<file path="src/rtl/pipe_ctrl_pkg.sv">
`default_nettype none
// ============================================================================
//  Module      : pipe_ctrl_pkg
//  Description : Shared constants and types for the pipeline stall/flush
//                controller: FSM state codes, the NOP pattern loaded by
//                flushed pipeline registers, and the control-bundle type.
//  Revision    : 1.0  initial release
// ============================================================================
package pipe_ctrl_pkg;

    localparam int STATE_W    = 2;
    localparam int REG_ADDR_W = 5;
    localparam int XLEN       = 32;

    localparam logic [STATE_W-1:0] CTRL_IDLE     = 2'd0;
    localparam logic [STATE_W-1:0] CTRL_MC_BUSY  = 2'd1;
    localparam logic [STATE_W-1:0] CTRL_BUS_HOLD = 2'd2;

    // addi x0, x0, 0 -- what IF/ID and ID/EX load when flushed
    localparam logic [XLEN-1:0] INST_NOP = 32'h0000_0013;

    // One bit per pipeline-control output driven by the FSM output logic
    typedef struct packed {
        logic jump_en;
        logic stall_pc;
        logic stall_if_id;
        logic stall_id_ex;
        logic flush_if_id;
        logic flush_id_ex;
        logic mc_abort;
    } ctrl_t;

    localparam ctrl_t CTRL_NONE = '0;

    // Full front-end freeze: PC, IF/ID and ID/EX all hold
    function automatic ctrl_t ctrl_freeze_all();
        ctrl_t c;
        c             = CTRL_NONE;
        c.stall_pc    = 1'b1;
        c.stall_if_id = 1'b1;
        c.stall_id_ex = 1'b1;
        return c;
    endfunction

endpackage
`default_nettype wire

</file>
<file path="src/rtl/pipe_ctrl_if.sv">
`default_nettype none
// ============================================================================
//  Module      : pipe_ctrl_if
//  Description : Bundle of core status inputs and pipeline control outputs
//                exchanged between the core datapath and pipe_ctrl.
//                master = controller side, slave = datapath side.
//  Revision    : 1.0  initial release
// ============================================================================
interface pipe_ctrl_if
    import pipe_ctrl_pkg::*;
#(
    parameter int CNT_W = 32
);
    // status from the datapath
    logic                  jump_en_i;
    logic [XLEN-1:0]       jump_addr_i;
    logic [REG_ADDR_W-1:0] id_rs1_addr_i;
    logic [REG_ADDR_W-1:0] id_rs2_addr_i;
    logic                  id_rs1_ren_i;
    logic                  id_rs2_ren_i;
    logic                  ex_is_load_i;
    logic [REG_ADDR_W-1:0] ex_rd_addr_i;
    logic                  ex_reg_wen_i;
    logic                  mc_start_i;
    logic                  mc_done_i;
    logic                  bus_hold_req_i;

    // controls back to the datapath
    logic                  jump_en_o;
    logic [XLEN-1:0]       jump_addr_o;
    logic                  stall_pc_o;
    logic                  stall_if_id_o;
    logic                  stall_id_ex_o;
    logic                  flush_if_id_o;
    logic                  flush_id_ex_o;
    logic                  mc_abort_o;
    logic [STATE_W-1:0]    state_o;
    logic [CNT_W-1:0]      stall_cnt_o;

    modport master (
        input  jump_en_i, jump_addr_i, id_rs1_addr_i, id_rs2_addr_i,
               id_rs1_ren_i, id_rs2_ren_i, ex_is_load_i, ex_rd_addr_i,
               ex_reg_wen_i, mc_start_i, mc_done_i, bus_hold_req_i,
        output jump_en_o, jump_addr_o, stall_pc_o, stall_if_id_o,
               stall_id_ex_o, flush_if_id_o, flush_id_ex_o, mc_abort_o,
               state_o, stall_cnt_o
    );

    modport slave (
        output jump_en_i, jump_addr_i, id_rs1_addr_i, id_rs2_addr_i,
               id_rs1_ren_i, id_rs2_ren_i, ex_is_load_i, ex_rd_addr_i,
               ex_reg_wen_i, mc_start_i, mc_done_i, bus_hold_req_i,
        input  jump_en_o, jump_addr_o, stall_pc_o, stall_if_id_o,
               stall_id_ex_o, flush_if_id_o, flush_id_ex_o, mc_abort_o,
               state_o, stall_cnt_o
    );

endinterface
`default_nettype wire

</file>
<file path="src/rtl/pipe_ctrl_hazard_detect.sv">
`default_nettype none
// ============================================================================
//  Module      : pipe_ctrl_hazard_detect
//  Description : Combinational load-use hazard compare between the
//                instruction in ID and a load in EX. x0 never hazards.
//                Kept standalone so a forwarding unit can reuse it.
//  Revision    : 1.0  initial release
// ============================================================================
module pipe_ctrl_hazard_detect
    import pipe_ctrl_pkg::*;
(
    input  wire logic [REG_ADDR_W-1:0] id_rs1_addr_i,
    input  wire logic [REG_ADDR_W-1:0] id_rs2_addr_i,
    input  wire logic                  id_rs1_ren_i,
    input  wire logic                  id_rs2_ren_i,
    input  wire logic                  ex_is_load_i,
    input  wire logic [REG_ADDR_W-1:0] ex_rd_addr_i,
    input  wire logic                  ex_reg_wen_i,
    output logic                       load_use_o
);

    logic w_rd_live;
    logic w_rs1_hit;
    logic w_rs2_hit;

    // A load result is only pending if it targets a real register
    always_comb begin
        w_rd_live  = ex_is_load_i & ex_reg_wen_i & (ex_rd_addr_i != '0);
        w_rs1_hit  = id_rs1_ren_i & (id_rs1_addr_i == ex_rd_addr_i);
        w_rs2_hit  = id_rs2_ren_i & (id_rs2_addr_i == ex_rd_addr_i);
        load_use_o = w_rd_live & (w_rs1_hit | w_rs2_hit);
    end

endmodule
`default_nettype wire

</file>
<file path="src/rtl/pipe_ctrl.sv">
`default_nettype none
// ============================================================================
//  Module      : pipe_ctrl
//  Description : Central stall/flush controller for the 5-stage core.
//                Redirects the PC on EX jumps, inserts load-use bubbles,
//                freezes the front end during multi-cycle EX ops and bus
//                holds, aborts over-long multi-cycle ops, and counts
//                stalled cycles (saturating).
//  Revision    : 1.0  initial release
// ============================================================================
module pipe_ctrl
    import pipe_ctrl_pkg::*;
#(
    parameter int MC_TIMEOUT = 64,
    parameter int CNT_W      = 32
)(
    input  wire logic    clk,
    input  wire logic    rst,
    pipe_ctrl_if.master  bus
);

    localparam int MC_W = (MC_TIMEOUT > 2) ? $clog2(MC_TIMEOUT) : 1;
    localparam logic [MC_W-1:0]  C_MC_LAST = MC_W'(MC_TIMEOUT - 1);
    localparam logic [MC_W-1:0]  C_MC_ONE  = MC_W'(1);
    localparam logic [CNT_W-1:0] C_CNT_ONE = CNT_W'(1);

    logic [STATE_W-1:0] state_q, state_d;
    logic [MC_W-1:0]    mc_cnt_q, mc_cnt_d;
    logic [CNT_W-1:0]   stall_cnt_q, stall_cnt_d;

    logic  w_load_use;
    logic  w_mc_expired;
    ctrl_t w_ctrl;

    pipe_ctrl_hazard_detect u_hazard (
        .id_rs1_addr_i (bus.id_rs1_addr_i),
        .id_rs2_addr_i (bus.id_rs2_addr_i),
        .id_rs1_ren_i  (bus.id_rs1_ren_i),
        .id_rs2_ren_i  (bus.id_rs2_ren_i),
        .ex_is_load_i  (bus.ex_is_load_i),
        .ex_rd_addr_i  (bus.ex_rd_addr_i),
        .ex_reg_wen_i  (bus.ex_reg_wen_i),
        .load_use_o    (w_load_use)
    );

    assign w_mc_expired = (mc_cnt_q == C_MC_LAST);

    // State register and counters
    always_ff @(posedge clk or posedge rst) begin
        if (rst) begin
            state_q     <= CTRL_IDLE;
            mc_cnt_q    <= '0;
            stall_cnt_q <= '0;
        end else begin
            state_q     <= state_d;
            mc_cnt_q    <= mc_cnt_d;
            stall_cnt_q <= stall_cnt_d;
        end
    end

    // Next-state selection; IDLE priority is jump > mc_start > bus_hold
    always_comb begin
        state_d = CTRL_IDLE;
        case (state_q)
            CTRL_IDLE: begin
                if (bus.jump_en_i)
                    state_d = bus.bus_hold_req_i ? CTRL_BUS_HOLD : CTRL_IDLE;
                else if (bus.mc_start_i)
                    state_d = CTRL_MC_BUSY;
                else if (bus.bus_hold_req_i)
                    state_d = CTRL_BUS_HOLD;
                else
                    state_d = CTRL_IDLE;
            end
            CTRL_MC_BUSY: begin
                if (bus.mc_done_i)
                    state_d = bus.bus_hold_req_i ? CTRL_BUS_HOLD : CTRL_IDLE;
                else if (w_mc_expired)
                    state_d = CTRL_IDLE;
                else
                    state_d = CTRL_MC_BUSY;
            end
            CTRL_BUS_HOLD: begin
                state_d = bus.bus_hold_req_i ? CTRL_BUS_HOLD : CTRL_IDLE;
            end
            default: state_d = CTRL_IDLE;
        endcase
    end

    // Pipeline control outputs decoded from state and same-cycle inputs
    always_comb begin
        w_ctrl = CTRL_NONE;
        case (state_q)
            CTRL_IDLE: begin
                if (bus.jump_en_i) begin
                    w_ctrl.jump_en     = 1'b1;
                    w_ctrl.flush_if_id = 1'b1;
                    w_ctrl.flush_id_ex = 1'b1;
                end else if (bus.mc_start_i || bus.bus_hold_req_i) begin
                    w_ctrl = ctrl_freeze_all();
                end else if (w_load_use) begin
                    // hold PC and IF/ID, push a bubble into EX
                    w_ctrl.stall_pc    = 1'b1;
                    w_ctrl.stall_if_id = 1'b1;
                    w_ctrl.flush_id_ex = 1'b1;
                end
            end
            CTRL_MC_BUSY: begin
                if (bus.mc_done_i) begin
                    w_ctrl = CTRL_NONE;
                end else if (w_mc_expired) begin
                    // drop the hung op: ID/EX gets a bubble instead of holding
                    w_ctrl.stall_pc    = 1'b1;
                    w_ctrl.stall_if_id = 1'b1;
                    w_ctrl.flush_id_ex = 1'b1;
                    w_ctrl.mc_abort    = 1'b1;
                end else begin
                    w_ctrl = ctrl_freeze_all();
                end
            end
            CTRL_BUS_HOLD: begin
                if (bus.bus_hold_req_i)
                    w_ctrl = ctrl_freeze_all();
            end
            default: w_ctrl = CTRL_NONE;
        endcase
    end

    // Multi-cycle timeout counter and saturating stall-cycle counter
    always_comb begin
        mc_cnt_d = '0;
        if (state_q == CTRL_MC_BUSY)
            mc_cnt_d = mc_cnt_q + C_MC_ONE;

        stall_cnt_d = stall_cnt_q;
        if (bus.stall_pc_o && (stall_cnt_q != '1))
            stall_cnt_d = stall_cnt_q + C_CNT_ONE;
    end

    // All decoded controls read as 0 while reset is held
    assign bus.jump_en_o     = w_ctrl.jump_en     & ~rst;
    assign bus.jump_addr_o   = rst ? '0 : bus.jump_addr_i;
    assign bus.stall_pc_o    = w_ctrl.stall_pc    & ~rst;
    assign bus.stall_if_id_o = w_ctrl.stall_if_id & ~rst;
    assign bus.stall_id_ex_o = w_ctrl.stall_id_ex & ~rst;
    assign bus.flush_if_id_o = w_ctrl.flush_if_id & ~rst;
    assign bus.flush_id_ex_o = w_ctrl.flush_id_ex & ~rst;
    assign bus.mc_abort_o    = w_ctrl.mc_abort    & ~rst;
    assign bus.state_o       = state_q;
    assign bus.stall_cnt_o   = stall_cnt_q;

endmodule
`default_nettype wire

</file>
<file path="src/flat_wrapper.sv">
// flat-port wrapper written by rule: the top's interface ports become plain ports
module pipe_ctrl_flat import pipe_ctrl_pkg::*;
#(
    parameter int MC_TIMEOUT = 64,
    parameter int CNT_W      = 32
)
  (clk, rst, bus_jump_en_i, bus_jump_addr_i, bus_id_rs1_addr_i, bus_id_rs2_addr_i, bus_id_rs1_ren_i, bus_id_rs2_ren_i, bus_ex_is_load_i, bus_ex_rd_addr_i, bus_ex_reg_wen_i, bus_mc_start_i, bus_mc_done_i, bus_bus_hold_req_i, bus_jump_en_o, bus_jump_addr_o, bus_stall_pc_o, bus_stall_if_id_o, bus_stall_id_ex_o, bus_flush_if_id_o, bus_flush_id_ex_o, bus_mc_abort_o, bus_state_o, bus_stall_cnt_o);
  pipe_ctrl_if #(.CNT_W(CNT_W)) bus_i ();
  input  wire logic clk;
  input  wire logic rst;
  input wire logic [$bits(bus_i.jump_en_i)-1:0] bus_jump_en_i;
  input wire logic [$bits(bus_i.jump_addr_i)-1:0] bus_jump_addr_i;
  input wire logic [$bits(bus_i.id_rs1_addr_i)-1:0] bus_id_rs1_addr_i;
  input wire logic [$bits(bus_i.id_rs2_addr_i)-1:0] bus_id_rs2_addr_i;
  input wire logic [$bits(bus_i.id_rs1_ren_i)-1:0] bus_id_rs1_ren_i;
  input wire logic [$bits(bus_i.id_rs2_ren_i)-1:0] bus_id_rs2_ren_i;
  input wire logic [$bits(bus_i.ex_is_load_i)-1:0] bus_ex_is_load_i;
  input wire logic [$bits(bus_i.ex_rd_addr_i)-1:0] bus_ex_rd_addr_i;
  input wire logic [$bits(bus_i.ex_reg_wen_i)-1:0] bus_ex_reg_wen_i;
  input wire logic [$bits(bus_i.mc_start_i)-1:0] bus_mc_start_i;
  input wire logic [$bits(bus_i.mc_done_i)-1:0] bus_mc_done_i;
  input wire logic [$bits(bus_i.bus_hold_req_i)-1:0] bus_bus_hold_req_i;
  output wire logic [$bits(bus_i.jump_en_o)-1:0] bus_jump_en_o;
  output wire logic [$bits(bus_i.jump_addr_o)-1:0] bus_jump_addr_o;
  output wire logic [$bits(bus_i.stall_pc_o)-1:0] bus_stall_pc_o;
  output wire logic [$bits(bus_i.stall_if_id_o)-1:0] bus_stall_if_id_o;
  output wire logic [$bits(bus_i.stall_id_ex_o)-1:0] bus_stall_id_ex_o;
  output wire logic [$bits(bus_i.flush_if_id_o)-1:0] bus_flush_if_id_o;
  output wire logic [$bits(bus_i.flush_id_ex_o)-1:0] bus_flush_id_ex_o;
  output wire logic [$bits(bus_i.mc_abort_o)-1:0] bus_mc_abort_o;
  output wire logic [$bits(bus_i.state_o)-1:0] bus_state_o;
  output wire logic [$bits(bus_i.stall_cnt_o)-1:0] bus_stall_cnt_o;
  assign bus_i.jump_en_i = bus_jump_en_i;
  assign bus_i.jump_addr_i = bus_jump_addr_i;
  assign bus_i.id_rs1_addr_i = bus_id_rs1_addr_i;
  assign bus_i.id_rs2_addr_i = bus_id_rs2_addr_i;
  assign bus_i.id_rs1_ren_i = bus_id_rs1_ren_i;
  assign bus_i.id_rs2_ren_i = bus_id_rs2_ren_i;
  assign bus_i.ex_is_load_i = bus_ex_is_load_i;
  assign bus_i.ex_rd_addr_i = bus_ex_rd_addr_i;
  assign bus_i.ex_reg_wen_i = bus_ex_reg_wen_i;
  assign bus_i.mc_start_i = bus_mc_start_i;
  assign bus_i.mc_done_i = bus_mc_done_i;
  assign bus_i.bus_hold_req_i = bus_bus_hold_req_i;
  assign bus_jump_en_o = bus_i.jump_en_o;
  assign bus_jump_addr_o = bus_i.jump_addr_o;
  assign bus_stall_pc_o = bus_i.stall_pc_o;
  assign bus_stall_if_id_o = bus_i.stall_if_id_o;
  assign bus_stall_id_ex_o = bus_i.stall_id_ex_o;
  assign bus_flush_if_id_o = bus_i.flush_if_id_o;
  assign bus_flush_id_ex_o = bus_i.flush_id_ex_o;
  assign bus_mc_abort_o = bus_i.mc_abort_o;
  assign bus_state_o = bus_i.state_o;
  assign bus_stall_cnt_o = bus_i.stall_cnt_o;
  pipe_ctrl #(.MC_TIMEOUT(MC_TIMEOUT), .CNT_W(CNT_W)) u_core (.clk(clk), .rst(rst), .bus(bus_i));
endmodule
</file>
<file path="config.mk">
export PLATFORM = sky130hd
export DESIGN_NAME = pipe_ctrl_flat
export DESIGN_NICKNAME = d
export VERILOG_FILES = /design/src/rtl/pipe_ctrl_pkg.sv /design/src/rtl/pipe_ctrl_if.sv /design/src/rtl/pipe_ctrl_hazard_detect.sv /design/src/rtl/pipe_ctrl.sv /design/src/flat_wrapper.sv
export SDC_FILE = /design/constraint.sdc
export NUM_CORES = 1
export LEC_CHECK = 0
export BUFFER_PORTS_ARGS = -buffer_cell sky130_fd_sc_hd__buf_2
export CORE_ASPECT_RATIO = 0.75
export CORE_UTILIZATION = 47
export CTS_BUF_LIST = sky130_fd_sc_hd__clkbuf_8
export CTS_CLUSTER_DIAMETER = 100
export DETAILED_ROUTE_END_ITERATION = 10
export PLACE_DENSITY = 0.81
export SLEW_MARGIN = 10
export SYNTH_ARGS = -nofsm -noshare
export SYNTH_HDL_FRONTEND = slang
export SYNTH_SLANG_ARGS = --single-unit
</file>
<file path="constraint.sdc">
create_clock -name clk -period 2.4 [get_ports clk]
set_input_delay 0.12 -clock clk [delete_from_list [all_inputs] [get_ports clk]]
set_output_delay 0.12 -clock clk [all_outputs]
set_load 0.05 [all_outputs]
</file>
# After elaboration in Yosys (flattened, before gate mapping)
# Cells that the tools add are included.
# W data, S select, Z words.
word_totals:
  elab_cells: 50
  inputBits: 57
  regBits: 40
  out_inout_bits: 73
op_classes:
  mux: 21
  n_eq_ne: 6
  bitwise_logic: 14
  n_reduce_logical: 4
  addsub: 2
ops:
  columns: ["cell", "count"]
  rows:
  - ["$add A32 B1 Y32 const B", 1]
  - ["$mux W32", 1]
  - ["$ne A32 B32 Y1 const B", 1]
  - ["$pmux W7 S3", 1]
  - ["$mux W2", 10]
  - ["$mux W6", 3]
  - ["$and A1 B1 Y1", 12]
  - ["$eq A5 B5 Y1", 2]
  - ["$add A6 B1 Y6 const B", 1]
  - ["$eq A6 B6 Y1 const B", 1]
  - ["$pmux W2 S3", 1]
  - ["$reduce_bool A5 Y1", 1]
  - ["$mux W1", 4]
  - ["$mux W3", 1]
  - ["$eq A2 B1 Y1 const B", 1]
  - ["$eq A2 B2 Y1 const B", 1]
  - ["$logic_not A2 Y1", 1]
  - ["$logic_and A1 B1 Y1", 1]
  - ["$logic_or A1 B1 Y1", 1]
  - ["$not A1 Y1", 1]
  - ["$or A1 B1 Y1", 1]

# Depth between registers and ports, before layout
# Gate-level depths: netlist (run 1).
depth:
  depth_word: 10
  ltp_mapped: 8
  mapped_depth_nobuf: 7

# By module
# Synthesis (run 1) repeated with hierarchy kept, for this count alone.
hier_totals:
  cells_unflattened: 247
  area_unflattened_um2: 2432.3
by_module_without_submodules:
  columns: ["mod", "n_inst", "area_per_inst_um2", "cells_each", "seq_area_each_um2"]
  rows:
  - ["pipe_ctrl", 1, 2297.2, 230, 1001.0]
  - ["pipe_ctrl_hazard_detect", 1, 135.1, 17, 0.0]

# Least setup slack after synthesis (run 1)
# No wires, ideal clock.
synth_timing:
  path_type: "register to output"
  startpoint: "register u_core.state_q[1] (netlist: u_core.bus.state_o[1])"
  endpoint: "output bus_mc_abort_o"
  path_stages_with_launch: 5
  t_arrival_ns: 2.580
  path_buffers: 2
  path_slack_ns: -0.300
  required_ns: 2.280
  cell_sequence: "dfrtp_1 > buf_6 > nand2b_1 > buf_2 > nor4_1"
synth_via:
  elab_chain_cells: 3
  elab_cells_between_ends: 5
  cone_classes: "eq/ne: 2; mux: 1; bitwise: 1; reduce/logical: 1"
synth_lines:
  columns: ["item", "line_no", "source"]
  rows:
  - ["start, declared", "pipe_ctrl.sv:27", "logic [STATE_W-1:0] state_q, state_d;"]
  - ["start signal, assigned", "pipe_ctrl.sv:55", "state_q <= state_d;"]
  - ["$eq A2 B2 Y1 (tied with other cells)", "pipe_ctrl.sv:93", "case (state_q)"]
  - ["$pmux W7 S3 *", "pipe_ctrl.sv:93", null]
  - ["$and A1 B1 Y1 *", "pipe_ctrl.sv:148", "assign bus.mc_abort_o = w_ctrl.mc_abort & ~rst;"]
  - ["end, declared", "flat_wrapper.sv:30", "output wire logic [$bits(bus_i.mc_abort_o)-1:0] bus_mc_abort_o;"]
# Every way passes the cells marked *; elsewhere a longest branch is shown, timed or not.

# Worst setup path in the final report (run 1)
layout_timing:
  startpoint: "register u_core.state_q[1] (netlist: u_core.bus.state_o[1])"
  endpoint: "register u_core.stall_cnt_q[3] (netlist: u_core.bus.stall_cnt_o[3])"
layout_via:
  elab_chain_cells: 4
  elab_cells_between_ends: 6
  cone_classes: "eq/ne: 2; mux: 1; bitwise: 1; reduce/logical: 2"
layout_lines:
  columns: ["item", "line_no", "source"]
  rows:
  - ["$eq A2 B2 Y1 (tied with other cells)", "pipe_ctrl.sv:93", null]
  - ["$pmux W7 S3 *", "pipe_ctrl.sv:93", null]
  - ["$and A1 B1 Y1 *", "pipe_ctrl.sv:143", "assign bus.stall_pc_o = w_ctrl.stall_pc & ~rst;"]
  - ["$logic_and A1 B1 Y1 *", "pipe_ctrl.sv:136", "if (bus.stall_pc_o && (stall_cnt_q != '1))"]
  - ["end signal, assigned", "pipe_ctrl.sv:57", "stall_cnt_q <= stall_cnt_d;"]
  - ["end, declared", "pipe_ctrl.sv:29", "logic [CNT_W-1:0] stall_cnt_q, stall_cnt_d;"]
# Marks and branches as above.
# A chain may end at the register's enable or synchronous reset.

==> reports/metrics.yaml, run 1 <==
logic_synthesis:
  synth_top_family_by_area: "simple AND/OR/NAND/NOR gates"
  synth-compound-area-share_pct: 4.35
  async_flop_share_pct: 100
  synth-simple-area-share_pct: 34.3
  synthAdderAreaFrac_pct: 1.00
  syn-cell-area_mm2: 0.00250
  synth_edf_count: 0
  netlist_instances: 264
  muxShareOfSynthArea_pct: 0.450
  synth-seq-cells: 40
  seq_area_frac_synth_pct: 40.0
  synth_flop_cell: "dfrtp_1"
  syn_avg_cell_area_um2: 9.48
  synth-xor-area-share_pct: 15.7
  yosysWarnings: 0
  syn_nets: 323
  ys_types: 40
drt:
  drtIter0Drc: 136
  vias: 2374
  drc: 0
  wl_mm: 6.56
  final_antenna_net_count: 0
  firstDrtPassIters: 4
  wl_per_cell_um: 14.0
  vias_per_cell: 5.05
critical_path:
  crit_fanout: 12
  start_kind: "register"
  worstReg2RegStart: "u_core.bus.state_o[1]$_DFF_PP0_"
  cpPeakStageDelay_ns: 0.48
  crit_path_end_kind: "register"
  path_cells: "nor2_1 > o2111ai_2 > nor3_1 > a22oi_4 > buf_4 > or3_1 > xnor2_1"
  worstReg2RegEnd: "u_core.bus.stall_cnt_o[3]$_DFFE_PP0P_"
  required_ns: 2.56
  worst_r2r_path_depth: 7
  critPathSlowestCell: "dfrtp_1"
  crit_type: "reg -> reg"
  rrSetupSlack_ns: 0.29
  arrival_ns: 2.28
clocking:
  ctsHoldBuffers: 0
  cts_max_level: 2
  path_clk_slew_ns: 0.07
  cts.sink_count: 40
  post-cts-setup-buffers: 0
  cts_tree: "built"
  cts_buffer_depth: 2
  numCtsBuffers: 5
  clk_latency_ns: 0.28
  cts_resized: 0
  ctsRootBufferMaster: "clkbuf_8"
floorplan:
  die_w_um: 86.3
  io_pins: 130
  die-height_um: 65.2
  start_util_pct: 50.0
  die_area_mm2: 0.00562
  rows: 22
  coreArea_mm2: 0.00501
power:
  intPower_uw: 1180
  p_leak_uw: 0.00171
  pwr-share-comb_pct: 36.9
  p_sw_share_pct: 42.3
  vdd_ir_drop_max_mv: 1.12
  clkPwrFrac_pct: 22.0
  p_switching_uw: 865
  powerDensity_mw_per_mm2: 614
  sequentialPowerShare_pct: 41.1
final_layout:
  diodes: 0
  fillers: 440
  drive_gt1_share_pct: 39.9
  final_common_cell: "buf_2"
  fin_cells: 470
  area_growth_pct: 33.0
  finish.utilization_pct: 66.5
  fin_nets: 456
  layout_common_cells: "buf_2 (129), dfrtp_1 (40), nor2b_1 (33), xor2_1 (24), xnor2_1 (21)"
timing:
  worst_pin_slew_ns: 0.516
  max_freq_mhz: 473
  setup_total_negative_slack_ns: 0
  slew_headroom_pct: 65.6
  drv_slew: 0
  fin_skew_ns: 0.00699
  final-setup-viol-count: 0
  fin_hold_ws_ns: 0.00834
  fin_crit_sh_pct: 88.1
  grt_setup_unrepaired: "no"
  layout_min_cycle_time_ns: 2.11
  final-hold-violation-count: 0
global_route:
  grt_first_pass_wirelength_mm: 10.8
  grt_pass1_vias: 2198
  gr-total-overflow: 0
  track_usage_pct: 24.3
  grt_max_degree: 42
  antenna_found_initial: 0
status:
  outcome: "complete, no violations"
run:
  drv_cap: 0
placement:
  dp.cells: 462
  gp_congestion: 0.854
  io_buffers: 129
  place_hpwl_mm: 5.17
worst_hold_path:
  min_path_type: "in -> async"
-- flip-flops by register name, indices dropped and copies added (netlist names) --
| signal | flops |
|---|---|
| u_core.bus.stall_cnt_o | 32 |
| u_core.bus.state_o | 2 |
| u_core.mc_cnt_q | 6 |
-- worst max path at each step --
stage,endpoint,from,slack [ns]
after CTS,bus_flush_id_ex_o,u_core.mc_cnt_q[0]$_DFF_PP0_,0.30
after floorplan,u_core.bus.stall_cnt_o[8]$_DFFE_PP0P_,u_core.bus.stall_cnt_o[24]$_DFFE_PP0P_,0.12
after global placement,u_core.bus.stall_cnt_o[3]$_DFFE_PP0P_,u_core.bus.state_o[1]$_DFF_PP0_,0.36
after detailed placement,u_core.bus.stall_cnt_o[3]$_DFFE_PP0P_,u_core.bus.state_o[1]$_DFF_PP0_,0.31
after global routing,u_core.bus.stall_cnt_o[3]$_DFFE_PP0P_,u_core.bus.state_o[1]$_DFF_PP0_,0.16
final,u_core.bus.stall_cnt_o[3]$_DFFE_PP0P_,u_core.bus.state_o[1]$_DFF_PP0_,0.29
-- power by group through the flow --
stage | Clock [uW] | Sequential [uW] | Combinational [uW]
floorplan | 0 | 1060 | 337
global placement | 0 | 841 | 748
detailed placement | 0 | 851 | 754
CTS | 463 | 839 | 757
global route | 497 | 854 | 796
finish | 450 | 840 | 754
-- per-stage QoR --
step	setup slack [ns]	power (uW)	cell area, um^2
after floorplan	0.121	1400	2510
after global placement	0.363	1590	3240
after detailed placement	0.307	1600	3240
after CTS	0.302	2060	3330
after global routing	0.159	2150	3330
final	0.285	2040	3330
-- logic make-up (layout without fill, tap and decap cells) --
kind of cell | Yosys count | count (layout)
flip-flops | 40 | 40
adder cells (fa/ha/maj) | 2 | 2
multiplexers | 1 | 1
AO/OA/AOI/OAI | 12 | 12
XOR/XNOR | 45 | 45
AND/OR/NAND/NOR | 146 | 146
buffers and inverters | 18 | 152
-- layout make-up --
type	instances	area (um^2)	share of cell area, %
Multi-Input combinational cell	206	1400	42.2
Sequential cell	40	1000	30.1
Timing Repair Buffer	138	713	21.4
Tap cell	72	90.1	2.71
Clock buffer	6	82.6	2.48
Inverter	6	28.8	0.864
Clock inverter	2	10.0	0.301
-- routing by layer --
| layer | up-vias | GRT usage, % | part of all wire [%] |
|---|---|---|---|
| li1 | 1185 | - | - |
| met1 | 1138 | 36.3 | 49 |
| met2 | 49 | 37.2 | 46 |
| met3 | 2 | 4.52 | 4.5 |
| met4 | 0 | 3.96 | 0.32 |
| met5 | - | 0 | 0 |
-- synth_stat cells, types with 2 or more instances --
master	instances	area share [%]
a21oi_1	3	0.60
and2_1	5	1.3
and3_1	7	1.7
and4_1	4	1.4
buf_2	3	0.60
buf_4	2	0.60
buf_6	3	1.3
clkbuf_1	4	0.60
dfrtp_1	40	40
ha_1	2	1.0
inv_1	5	0.75
nand2_1	20	3.0
nand3_1	12	2.4
nand4_1	12	3.0
nor2_1	15	2.2
nor2b_1	33	8.3
nor3_1	14	2.8
nor3b_1	4	1.2
nor4_1	6	1.5
nor4_2	3	1.5
nor4b_1	2	0.70
o22ai_1	2	0.50
or3_1	3	0.75
xnor2_1	21	7.4
xor2_1	24	8.4
-- worst max-delay path, delay by kind of cell (launching register included) --
| family | cells | cell delay, ns |
|---|---|---|
| AND/OR/NAND/NOR | 3 | 0.86 |
| XOR/XNOR | 1 | 0.14 |
| AO/OA/AOI/OAI | 2 | 0.31 |
| flip-flops | 1 | 0.48 |
| buffers and inverters | 1 | 0.21 |
No activity file was read; power rests on OpenSTA's default activity.
==> run 2, diff against run 1 <==
- BUFFER_PORTS_ARGS: -buffer_cell sky130_fd_sc_hd__buf_2 -> -buffer_cell sky130_fd_sc_hd__buf_4
- CORE_MARGIN: not set -> 2
- PLACE_DENSITY: 0.81 -> 0.8
==> reports/metrics.yaml, run 2 (same netlist as run 1, synthesis figures left out) <==
clocking:
  clk_latency_ns: 0.29  # about the same
  path_clk_slew_ns: 0.08  # about the same
  cts.sink_count: 40  # unchanged
  ctsRootBufferMaster: "clkbuf_8"
  numCtsBuffers: 5  # unchanged
  ctsHoldBuffers: 0  # unchanged
  cts_max_level: 2  # unchanged
  cts_buffer_depth: 2  # unchanged
  cts_tree: "built"
global_route:
  grt_pass1_vias: 2262  # +2.9%
  antenna_found_initial: 0  # unchanged
  track_usage_pct: 24.1  # -0.20 points
  grt_max_degree: 42  # unchanged
  gr-total-overflow: 0  # unchanged
  grt_first_pass_wirelength_mm: 11.1  # +3.3%
final_layout:
  area_growth_pct: 46.6
  fin_cells: 466  # -0.85%
  drive_gt1_share_pct: 39.8  # -0.10 points
  final_common_cell: "buf_4"
  fillers: 412  # -6.4%
  largest_reg_flops: 32  # unchanged
  layout_common_cells: "buf_4 (134), dfrtp_1 (40), nor2b_1 (33), xor2_1 (24), xnor2_1 (21)"
  fin_nets: 452  # -0.88%
  diodes: 0  # unchanged
timing:
  final-setup-viol-count: 0  # unchanged
  final-hold-violation-count: 0  # unchanged
  worst_pin_slew_ns: 0.506  # -0.00949 ns
  setup_slack_ns: 0.223  # -0.0620 ns
  max_freq_mhz: 459  # -2.8%
  slew_headroom_pct: 66.2  # +0.63 points
  grt_setup_unrepaired: "no"
  layout_min_cycle_time_ns: 2.18  # +0.0620 ns
  drv_slew: 0  # unchanged
  fin_skew_ns: 0.00790  # +0.000912 ns
  setup_total_negative_slack_ns: 0  # unchanged
  fin_crit_sh_pct: 90.7  # +2.6 points
floorplan:
  start_util_pct: 50.0  # unchanged
  die_area_mm2: 0.00593  # +5.5%
  coreArea_mm2: 0.00501  # unchanged
  die_w_um: 88.3  # +2.3%
  io_pins: 130  # unchanged
  die-height_um: 67.2  # +3.1%
  rows: 22  # unchanged
drt:
  drtIter0Drc: 127  # -6.6%
  wl_per_cell_um: 14.3  # +2.4%
  vias_per_cell: 5.05  # about the same
  vias: 2355  # -0.80%
  wl_mm: 6.66  # +1.5%
  final_antenna_net_count: 0  # unchanged
  drc: 0  # unchanged
  firstDrtPassIters: 6  # +2
placement:
  dp.cells: 458  # -0.87%
  place_hpwl_mm: 5.17  # about the same
  place_ws_ns: 0.194  # -0.113 ns
  io_buffers: 129  # unchanged
  gp_congestion: 0.944  # +11%
worst_hold_path:
  min_path_type: "in -> reg"
critical_path:
  crit_path_end_kind: "register"
  start_kind: "register"
  crit_type: "reg -> reg"
  arrival_ns: 2.35  # +0.07 ns
  required_ns: 2.57  # about the same
  crit_fanout: 19  # +7
power:
  p_leak_uw: 0.00178  # +4.0%
  vdd_ir_drop_max_mv: 0.883  # -21%
  powerDensity_mw_per_mm2: 621  # +1.1%
run:
  drv_cap: 0  # unchanged
status:
  outcome: "complete, no violations"
## run 2: cell count changes in the layout (fill, tap and decap cells not counted), sizes merged
| cell | before | now |
|---|---|---|
| buf | 138 | 134 |
| bufinv | 0 | 1 |
| clkbuf | 6 | 7 |
| clkinv | 2 | 0 |
## run 2: routing by layer
metal / GRT usage (%) / vias up / wire length [um]
li1: - / 1167 / -
met1: 35.0 / 1128 / 3100
met2: 38.3 / 50 / 3240
met3: 3.55 / 10 / 228
met4: 5.87 / 0 / 96
met5: 0 / - / 0
## run 2: timing repair
item                       CTS  global route
buffers inserted             0             0
setup endpoints to repair    0             4
resized for setup            0             2
## run 2: worst paths after layout
kind                                            startpoint  slack (ns)  depth (start not counted)                                      to
max in group asynchronous                              rst        1.87                          3  u_core.bus.stall_cnt_o[20]$_DFFE_PP0P_
max                        u_core.bus.state_o[0]$_DFF_PP0_        0.22                          7  u_core.bus.stall_cnt_o[22]$_DFFE_PP0P_
min                                     bus_bus_hold_req_i        0.07                          2         u_core.bus.state_o[1]$_DFF_PP0_
min reg2reg                   u_core.mc_cnt_q[0]$_DFF_PP0_        0.47                          1            u_core.mc_cnt_q[0]$_DFF_PP0_
min in group asynchronous                              rst        0.18                          3            u_core.mc_cnt_q[2]$_DFF_PP0_
max reg2reg                u_core.bus.state_o[0]$_DFF_PP0_        0.22                          7  u_core.bus.stall_cnt_o[22]$_DFFE_PP0P_
## run 2: final cells by class
class	instances	area, um^2	share of cell area (%)
clock buffers	7	96.3	2.63
clock inverters	1	30.0	0.819
inverters	6	28.8	0.785
multi-input cells	206	1420	38.6
flip-flops and latches	40	1000	27.3
well taps	72	90.1	2.46
repair buffers	134	1010	27.4
## run 2: metrics by stage
step | util, % | power, uW | hold WS, ns | instance area [um^2]
after floorplan | - | 1400 | 0.106 | 2510
after global placement | 70.5 | 1680 | 0.364 | 3530
after detailed placement | 70.5 | 1690 | 0.364 | 3530
after CTS | 73.0 | 2290 | 0.0612 | 3660
after global routing | 73.2 | 2380 | 0.0747 | 3670
final | 73.2 | 2280 | 0.0685 | 3670
## run 2: power by group
group	switching [uW]	internal (uW)
clock	231	367
combinational	547	291
sequential	98.7	741
total	877	1400
## run 2: worst max-delay path: stages, from the launching register on
cell and delay (ns):
dfrtp_1 0.47, nor2_1 0.19, o2111ai_2 0.15, nor3_1 0.29, a22oi_4 0.19, buf_4 0.25
or3_1 0.40, xnor2_1 0.13
==> run 3, diff against run 2 <==
- BUFFER_PORTS_ARGS: -buffer_cell sky130_fd_sc_hd__buf_4 -> -buffer_cell sky130_fd_sc_hd__clkbuf_2
==> reports/metrics.yaml, run 3 (same netlist as run 1, synthesis figures left out) <==
status:
  outcome: "complete, but fails checks"
  violations: "hold timing"
timing:
  grt_setup_unrepaired: "no"
  worst_pin_slew_ns: 0.507  # +0.000938 ns
  max_freq_mhz: 457  # -0.47%
  setup_total_negative_slack_ns: 0  # unchanged
  fin_skew_ns: 0.00740  # -0.000496 ns
  slew_headroom_pct: 65.7  # -0.54 points
  fin_crit_sh_pct: 91.1  # +0.43 points
  final-setup-viol-count: 0  # unchanged
  final-hold-violation-count: 32  # +32
  setup_slack_ns: 0.213  # -0.0103 ns
  drv_slew: 0  # unchanged
  fin_hold_ws_ns: -0.0131  # -0.0816 ns
  layout_min_cycle_time_ns: 2.19  # +0.0103 ns
placement:
  io_buffers: 129  # unchanged
  place_hpwl_mm: 5.12  # -1.0%
  place_ws_ns: 0.294  # +0.100 ns
  dpl-instance-area_mm2: 0.00323  # -8.4%
  gp_congestion: 0.874  # -7.4%
final_layout:
  diodes: 0  # unchanged
  design_area_mm2: 0.00337  # -8.2%
  largest_reg_flops: 32  # unchanged
  fillers: 442  # +7.3%
  drive_gt1_share_pct: 39.9  # +0.051 points
  fin_nets: 454  # +0.44%
  final_common_cell: "clkbuf_2"
  regArea_mm2: 0.00100  # unchanged
  layout_common_cells: "clkbuf_2 (129), dfrtp_1 (40), nor2b_1 (33), xor2_1 (24), xnor2_1 (21)"
  multi_input_area_mm2: 0.00141  # -0.44%
  area_growth_pct: 34.5
clocking:
  cts_tree: "built"
  numCtsBuffers: 5  # unchanged
  cts.sink_count: 40  # unchanged
  path_clk_slew_ns: 0.08  # about the same
  post-cts-setup-buffers: 0  # unchanged
  clk_latency_ns: 0.29  # about the same
  cts_max_level: 2  # unchanged
  ctsRootBufferMaster: "clkbuf_8"
  cts_buffer_depth: 2  # unchanged
floorplan:
  start_util_pct: 50.0  # unchanged
  rows: 22  # unchanged
  die_area_mm2: 0.00593  # unchanged
  io_pins: 130  # unchanged
  coreArea_mm2: 0.00501  # unchanged
  die_w_um: 88.3  # unchanged
  die-height_um: 67.2  # unchanged
global_route:
  grt_pass1_vias: 2214  # -2.1%
  grt_max_degree: 42  # unchanged
  antenna_found_initial: 0  # unchanged
  track_usage_pct: 22.8  # -1.3 points
  grt_first_pass_wirelength_mm: 10.6  # -5.0%
  gr-total-overflow: 0  # unchanged
run:
  drv_cap: 0  # unchanged
power:
  vdd_ir_drop_max_mv: 0.996  # +13%
  p_leak_uw: 0.00171  # -4.2%
  powerDensity_mw_per_mm2: 652  # +5.0%
critical_path:
  start_kind: "register"
  arrival_ns: 2.07  # -0.28 ns
  crit_type: "reg -> out"
  crit_buf_inv: 3  # +2
  crit_path_end_kind: "output port"
  crit_fanout: 26  # +7
  required_ns: 2.28  # -0.29 ns
  cpPeakStageDelay_ns: 0.50  # +0.03 ns
  path_cells: "nor2_1 > o2111ai_2 > nor3_2 > a22oi_4 > buf_12 > inv_4 > clkbuf_2"
  critPathTopFamily: "buffers and inverters"
  critPathSlowestCell: "dfrtp_1"
drt:
  vias_per_cell: 5.04  # -0.22%
  firstDrtPassIters: 4  # -2
  drc: 0  # unchanged
  final_antenna_net_count: 0  # unchanged
  vias: 2360  # +0.21%
  drtIter0Drc: 191  # +50%
  wl_mm: 6.57  # -1.3%
  wl_per_cell_um: 14.0  # -1.7%
worst_hold_path:
  min_path_type: "in -> async"
run 3: changes by cell type in the layout (fill, tap and decap cells not counted):
cell	previous run	this run
nor3_1	14	13
buf_4	134	6
nor3b_2	1	0
nor4b_1	1	2
clkbuf_2	0	129
buf_12	0	1
nor3b_1	3	4
nor3_2	0	1
nor4b_2	1	0
run 3: layout make-up:
cell class                 instances  share of cell area (%)
clock buffer                       7                    2.86
clock inverter                     1                   0.892
inverter                           6                   0.855
multi-input combinational        206                    41.9
sequential                        40                    29.7
tap                               72                    2.68
timing repair buffer             136                    21.1
run 3: layer usage:
| metal | wire length, um | GRT usage (%) | vias up |
|---|---|---|---|
| met5 | 0 | 0 | - |
| met4 | 67 | 5.11 | 0 |
| met3 | 297 | 4.65 | 6 |
| met2 | 3080 | 35.6 | 69 |
| met1 | 3130 | 33.0 | 1107 |
| li1 | - | - | 1178 |
run 3: final timing paths:
kind,from,end,slack [ns],cells past startpoint
worst min register to register,u_core.mc_cnt_q[0]$_DFF_PP0_,u_core.mc_cnt_q[0]$_DFF_PP0_,0.47,1
min in group clk,bus_bus_hold_req_i,u_core.bus.state_o[1]$_DFF_PP0_,0.10,2
worst max-delay path,u_core.bus.state_o[1]$_DFF_PP0_,bus_stall_pc_o,0.21,7
max in group asynchronous,rst,u_core.bus.stall_cnt_o[21]$_DFFE_PP0P_,2.06,3
worst min-delay path,rst,u_core.mc_cnt_q[2]$_DFF_PP0_,-0.01,3
worst max register to register,u_core.bus.stall_cnt_o[0]$_DFFE_PP0P_,u_core.bus.stall_cnt_o[28]$_DFFE_PP0P_,0.29,6
run 3: power breakdown:
group / total [uW] / leakage [uW] / switching [uW] / internal [uW]
combinational: 755 / 0.00112 / 547 / 208
sequential: 840 / 0.000524 / 99.0 / 741
clock: 600 / 0.0000645 / 233 / 367
run 3: what timing repair did:
item                                    in CTS  in global routing
endpoints found under the setup margin       0                  2
hold buffers                                 0                  0
gates resized for setup                      0                  1
run 3: stage by stage:
step                      utilization (%)  power (uW)  hold WS (ns)  std cells
final                                67.2        2190       -0.0131        468
after global routing                 67.2        2290        0.0420        468
after CTS                            67.1        2210       0.00846        468
after detailed placement             64.6        1610         0.325        460
after global placement               64.6        1590         0.327        460
after floorplan                         -        1400         0.106        264
run 3: worst min-delay path: stages:
cell and delay [ns]:
clkbuf_2 0.11, clkinvlp_4 0.07, buf_4 0.43
